===== src/rtl/qos_grant_scheduler.sv =====
// QoS grant scheduler: 16-entry table, one registered grant per 2 cycles, highest effective QoS wins.
// Latency: request accepted at edge E can be offered after E+1; offer holds while gnt_rdy=0, duplicate IDs stall req_rdy.
module qos_grant_scheduler #(
  parameter int NUM_ID    = 16,
  parameter int ID_W      = 4,
  parameter int QOS_W     = 3,
  parameter int AGE_LIMIT = 15
) (
  input  logic             clk,
  input  logic             rst_n,
  input  logic             req_vld,
  output logic             req_rdy,
  input  logic [ID_W-1:0]  req_id,
  input  logic [QOS_W-1:0] req_qos,
  output logic             gnt_vld,
  input  logic             gnt_rdy,
  output logic [ID_W-1:0]  gnt_id,
  output logic [QOS_W-1:0] gnt_qos,
  output logic [ID_W:0]    pend_cnt,
  output logic [QOS_W-1:0] max_qos
);
  localparam int AGE_W = $clog2(AGE_LIMIT + 1);
  localparam logic [QOS_W-1:0] QOS_MAX = '1;
  localparam logic [AGE_W-1:0] AGE_SAT = AGE_W'(AGE_LIMIT);

  typedef struct packed {
    logic             pend;
    logic [QOS_W-1:0] qos;
    logic [AGE_W-1:0] age;
  } entry_t;

  typedef enum logic {IDLE, OFFER} state_t;

  entry_t [NUM_ID-1:0]             tbl;
  state_t                          state, state_nxt;
  logic   [ID_W-1:0]               rr_ptr;
  logic                            load, hs, acc;
  logic   [NUM_ID-1:0]             aged;
  logic   [NUM_ID-1:0][QOS_W-1:0]  eff;
  logic                            best_vld;
  logic   [ID_W-1:0]               best_id, scan_id;
  logic   [QOS_W:0]                best_key;
  logic   [QOS_W-1:0]              max_eff;

  assign req_rdy = !tbl[req_id].pend;
  assign acc     = req_vld && req_rdy;
  assign gnt_vld = (state == OFFER);
  assign hs      = gnt_vld && gnt_rdy;
  assign max_qos = max_eff;

  always_comb begin
    for (int i = 0; i < NUM_ID; i++) begin
      aged[i] = (tbl[i].age == AGE_SAT);
      eff[i]  = aged[i] ? QOS_MAX : tbl[i].qos;
    end
  end

  // Key {eff, aged} orders by eff then aged; scanning from rr_ptr with strict '>' keeps the first tie.
  always_comb begin
    best_vld = 1'b0;
    best_id  = '0;
    best_key = '0;
    scan_id  = '0;
    for (int i = 0; i < NUM_ID; i++) begin
      scan_id = rr_ptr + ID_W'(i);
      if (tbl[scan_id].pend && (!best_vld || {eff[scan_id], aged[scan_id]} > best_key)) begin
        best_vld = 1'b1;
        best_id  = scan_id;
        best_key = {eff[scan_id], aged[scan_id]};
      end
    end
  end

  always_comb begin
    max_eff = '0;
    for (int i = 0; i < NUM_ID; i++) begin
      if (tbl[i].pend && eff[i] > max_eff) max_eff = eff[i];
    end
  end

  always_comb begin
    state_nxt = state;
    load      = 1'b0;
    case (state)
      IDLE: begin
        if (best_vld) begin
          state_nxt = OFFER;
          load      = 1'b1;
        end
      end
      OFFER: begin
        if (gnt_rdy) state_nxt = IDLE;
      end
      default: state_nxt = IDLE;
    endcase
  end

  always_ff @(posedge clk or negedge rst_n) begin
    if (!rst_n) state <= IDLE;
    else        state <= state_nxt;
  end

  always_ff @(posedge clk or negedge rst_n) begin
    if (!rst_n) begin
      gnt_id  <= '0;
      gnt_qos <= '0;
    end else if (load) begin
      gnt_id  <= best_id;
      gnt_qos <= tbl[best_id].qos;
    end
  end

  always_ff @(posedge clk or negedge rst_n) begin
    if (!rst_n) begin
      pend_cnt <= '0;
    end else begin
      case ({acc, hs})
        2'b10:   pend_cnt <= pend_cnt + (ID_W+1)'(1);
        2'b01:   pend_cnt <= pend_cnt - (ID_W+1)'(1);
        default: pend_cnt <= pend_cnt;
      endcase
    end
  end

  // Accept is applied after the handshake update so a fresh entry always starts at age 0.
  always_ff @(posedge clk or negedge rst_n) begin
    if (!rst_n) begin
      tbl    <= '0;
      rr_ptr <= '0;
    end else begin
      if (hs) begin
        for (int i = 0; i < NUM_ID; i++) begin
          if (ID_W'(i) == gnt_id) begin
            tbl[i].pend <= 1'b0;
            tbl[i].age  <= '0;
          end else if (tbl[i].pend && !aged[i]) begin
            tbl[i].age <= tbl[i].age + AGE_W'(1);
          end
        end
        rr_ptr <= gnt_id + ID_W'(1);
      end
      if (acc) begin
        tbl[req_id].pend <= 1'b1;
        tbl[req_id].qos  <= req_qos;
        tbl[req_id].age  <= '0;
      end
    end
  end
endmodule


===== config.mk =====
export PLATFORM = sky130hd
export DESIGN_NAME = qos_grant_scheduler
export DESIGN_NICKNAME = d
export VERILOG_FILES = /design/src/rtl/qos_grant_scheduler.sv
export SDC_FILE = /design/constraint.sdc
export NUM_CORES = 1
export LEC_CHECK = 0
export ABC_AREA = 0
export CAP_MARGIN = 20
export CORE_MARGIN = 1.5
export CORE_UTILIZATION = 52
export CTS_CLUSTER_DIAMETER = 50
export DETAILED_ROUTE_END_ITERATION = 12
export HOLD_SLACK_MARGIN = 0.03
export PLACE_DENSITY = 0.67
export SYNTH_ARGS = -nofsm -noshare
export SYNTH_HDL_FRONTEND = slang
export SYNTH_SLANG_ARGS = --single-unit

===== constraint.sdc =====
create_clock -name clk -period 85.8 [get_ports clk]
set_input_delay 17.16 -clock clk [delete_from_list [all_inputs] [get_ports clk]]
set_output_delay 17.16 -clock clk [all_outputs]
set_load 0.005 [all_outputs]

# Word level (Yosys, flattened, before mapping)
# Index checks and enable logic that the tools add are counted.
# word_totals
latchBits	0
ff_bits	145
memories	0
ramBits	0
rom_bits	0
out_inout_bits	17
# op_classes
n_mux	259
n_eq_ne	33
n_bitwise	1
multipliers	0
n_reduce_logical	99
shifts	0
order_cmp	50
div_mod_pow	0
n_addsub	34
# op_table
operator	n
$bmux W8 S4	18
$bwmux W128	3
$mux W4	65
$bmux W3 S4	16
$mux W3	48
$mux W8	18
$mux W128	1
$demux W8 S4	3
$lt A4 B5 Y1 const B	18
$mux W5	15
$add A4 B1 Y4 const B	18
$bmux W1 S4	16
$eq A4 B4 Y1 const B	16
$gt A4 B4 Y1	15
$mux W1	52
$logic_and A1 B1 Y1	50
$gt A3 B3 Y1	15
$add A4 B4 Y4 const B	8
$eq A4 B4 Y1 const A	8
$logic_not A1 Y1	32
$add A4 B3 Y4 const B	4
$eq A3 B4 Y1 const A	4
$logic_or A1 B1 Y1	15
$mux W7	2
14 further kinds	16

# Logic depth before layout (Yosys ltp)
# depth
word_depth	67
ltp_mapped	163

# Least setup slack after synthesis
# Ideal clock, no wire load.
# synth_path
path_kind	input-to-output
startpoint	input port req_id[0]
endpoint	output port req_rdy
setup_slack_ns	50.096
stages	4
n_path_buf	1
required_time_ns	68.640
t_arrival_ns	18.544
path_cell_list	clkbuf_1 > mux4_2 > mux4_2 > inv_1
# synth_between
elab_chain_len	3
# synth_rtl
element	line_no	text
from (decl)	13	input logic [ID_W-1:0] req_id,
$bmux W8 S4	45	assign req_rdy = !tbl[req_id].pend;
$mux W8 (implied by the code)	45	
$logic_not A1 Y1	45	
to (decl)	12	output logic req_rdy,
# No other way between the ends. The select of a mux whose other input is x is not followed.

# Worst setup path after layout
# layout_path
startpoint	register tbl[8] (netlist name)
endpoint	output port max_qos[0]
# layout_between
elab_chain_len	47
# layout_rtl
element	line_no	text
from (decl)	34	entry_t [NUM_ID-1:0] tbl;
$eq A4 B4 Y1 *	53	aged[i] = (tbl[i].age == AGE_SAT);
$mux W3 *	54	eff[i] = aged[i] ? QOS_MAX : tbl[i].qos;
$gt A3 B3 Y1	77	if (tbl[i].pend && eff[i] > max_eff) max_eff = eff[i];
$logic_and A1 B1 Y1	77	
$mux W3 *	77	
$gt A3 B3 Y1	77	
$logic_and A1 B1 Y1	77	
$mux W3 *	77	
[... 31 more ...]	--	
$logic_and A1 B1 Y1	77	
$mux W3 *	77	
$gt A3 B3 Y1	77	
$logic_and A1 B1 Y1	77	
$mux W3 *	77	
$gt A3 B3 Y1	77	
$logic_and A1 B1 Y1	77	
$mux W3 *	77	
to (decl)	20	output logic [QOS_W-1:0] max_qos
# Every way passes the cells marked *; elsewhere a longest branch is shown, timed or not.

==> run metrics <==
status completed; Cell Rows 66; CP max-delay cell clkdlybuf4s50_1; clk_lat worst skew between 0.4 and 0.5 ns; die width 186 µm; first-pass GRT wire length 91900 µm; delay-heaviest family, CP compound AO/OA/AOI/OAI gates; max cap viols 0; Ant. Diodes 0; PortBufs 27; critical path fanouts, max 9; largest net degree at the start of global routing a little under 90; # DRC 0; RSZ-0062 raised after global routing false; final worst path period share approximately 44%; Crit Reg-Reg Startpoint rr_ptr[1]$_DFFE_PN0P_; Crit. End Element output pin; Worst R2R Setup Slack ~54 ns; CP peak stage delay ~0.52 ns; synth warn 0; most used cell, CP ha_1; CTS tree done; nets 2076; Worst Setup Start Kind register; DRT Pass-1 Iters 6; Fin. Hold Viols 0; vias per inst around 6.8; total global routing overflow 0; Die H about 190 µm; fraction of registers with async set or reset after synthesis 100%; ANT nets after route 0; setup repair bufs after CTS 0; synthesis-stage register bit count around 150; Synth top area share a little over a fifth; vias in the first global route 15500; Longest Clk Path Bufs 2; top_reg_cell synth dfrtp_1; Worst slew margin 24.8%; largest area contributor in the netlist dfrtp_1; post-cts gate resize count 0; Initial Utilization 53.1%; initial DRC count around 1600; total core area about 33000 µm²; Clock Tree Root clkbuf_16; Post-synth EDFFs 0; Avg Cell Area, Syn around 8.9 µm²; post-synthesis cell count 1961; All-Layer GR Usage a little over a third; hold buffers post-CTS 0; Max Clock Skew 0.00987 ns; CTS H-tree lvls 4; Setup crit end max_qos[0]; CP Depth 93; Synth Cell Area 17400 µm²; Critical Path RT 68.64 ns; critical path startpoint tbl[8]$_DFF_PN0_; Least-Margin Pin Slew 1.12 ns; CTS buffer count 17; Critical Path AT ~21 ns; die area approximately 35000 µm²; Yosys cell types 96; synth top area cells dfrtp_1 21%, mux4_2 15%, ha_1 9.8%, mux2_2 6.1%, nor2_1 4.6%; fraction of layout cells with a size suffix above 1 16.9%; Worst-path clk slew 0.06 ns; Avg WL per Cell about 25 µm; clk sinks about 150; crit path time final 38.01 ns; Routability Congestion between 1 and 1.5; crit path buf inv count 5; Area Growth Syn to Fin 6.81%; crit path kind register to output pin; f_max ~26 MHz; Seq/Total Area, Yosys 20.9%; # IOs 28; antenna violations before repair 0; final setup TNS 0 ns; placed wire-length estimate roughly 47000 µm; Worst Reg-to-Reg Cells 140; Crit Reg-Reg Endpoint gnt_qos[0]$_DFFE_PN0P_; Final Max Slew Viols 0; vias between 15000 and 20000; HP Class register to register; fillers 2911; net count after synthesis 2109; drt total wl 60100 µm; final setup fails 0
[area by class of cell]
type                       instances  area, µm²  share of cell area [%]
clock buffer                      20        467                    2.51
clock inverter                    12        203                    1.09
inverter                          95        357                    1.92
multi-input combinational       1615      12900                    69.4
sequential                       145       3630                    19.6
tap                              442        553                    2.98
timing repair buffer              54        474                    2.55
[stage by stage]
| step | util (%) | std cells | cell area (µm²) | hold WS, ns | setup slack [ns] |
|---|---|---|---|---|---|
| global placement | 54.7 | 2351 | 17900 | 0.460 | 49.13 |
| CTS | 56.8 | 2383 | 18600 | 0.474 | 48.09 |
| floorplan | - | 1961 | 17400 | 0.465 | 50.10 |
| finish | 56.8 | 2383 | 18600 | 0.473 | 47.79 |
| global route | 56.8 | 2383 | 18600 | 0.502 | 46.09 |
| detailed placement | 54.7 | 2351 | 17900 | 0.460 | 48.59 |
[worst min-delay path by stage]
| stage | slack (ns) | startpoint | end | cells past startpoint |
|---|---|---|---|---|
| finish | 0.47 | pend_cnt[4]$_DFFE_PN0P_ | pend_cnt[4]$_DFFE_PN0P_ | 1 |
| CTS | 0.47 | pend_cnt[4]$_DFFE_PN0P_ | pend_cnt[4]$_DFFE_PN0P_ | 1 |
| detailed placement | 0.46 | pend_cnt[4]$_DFFE_PN0P_ | pend_cnt[4]$_DFFE_PN0P_ | 1 |
| floorplan | 0.46 | pend_cnt[4]$_DFFE_PN0P_ | pend_cnt[4]$_DFFE_PN0P_ | 1 |
| global route | 0.50 | pend_cnt[4]$_DFFE_PN0P_ | pend_cnt[4]$_DFFE_PN0P_ | 1 |
| global placement | 0.46 | pend_cnt[4]$_DFFE_PN0P_ | pend_cnt[4]$_DFFE_PN0P_ | 1 |
[layer usage]
metal | share of wire (%) | track usage (%) | vias to the layer above
met5 | 0 | 0 | -
li1 | - | - | 7229
met2 | 45 | 57.9 | 825
met1 | 39 | 44.5 | 7816
met3 | 8.5 | 5.75 | 222
met4 | 7.4 | 23.1 | 0
[kinds of logic after synthesis]
kind of cell / synth area share, %
AOI/OAI and AO/OA: 17.4
buffers and inverters: 5.04
muxes: 24.6
DFF: 20.9
xor gates and xnor gates: 2.88
and+or+nand+nor: 19.3
adders and majority gates: 9.91
[cell usage after synthesis, types with 15 or more instances]
cell and number:
a21oi_1 90, and3_1 40, xor2_1 23, inv_1 89, mux4_2 112, nand2_1 210, o21a_1 40, ha_1 136
dfrtp_1 145, mux2_2 94, xnor2_1 23, nor3b_1 15, a21o_1 26, o21ai_0 93, nor3_1 19, a31oi_1 32
o211ai_1 16, nand2b_1 26, buf_2 19, nor2b_1 38, a211oi_1 24, nand4_1 36, nor2_1 211, nand3_1 63
mux2i_1 65, clkbuf_1 64
[layout by cell type, fill, tap and decap left out, types with 10 or more instances in the layout]
cell type,instances
nor2_1,211
nand2_1,210
dfrtp_1,143
ha_1,135
mux4_2,112
mux2_2,94
o21ai_0,93
a21oi_1,90
inv_1,89
mux2i_1,65
nand3_1,63
o21a_1,40
and3_1,40
nor2b_1,38
nand4_1,36
a31oi_1,32
buf_4,27
nand2b_1,26
a21o_1,26
clkdlybuf4s50_1,26
a211oi_1,24
xnor2_1,23
xor2_1,23
nor3_1,19
clkbuf_16,17
o211ai_1,16
nor3b_1,15
a31o_2,10
Power is not shown: default switching activity piles up to over one toggle a cycle in this logic, so the estimate is an artifact.
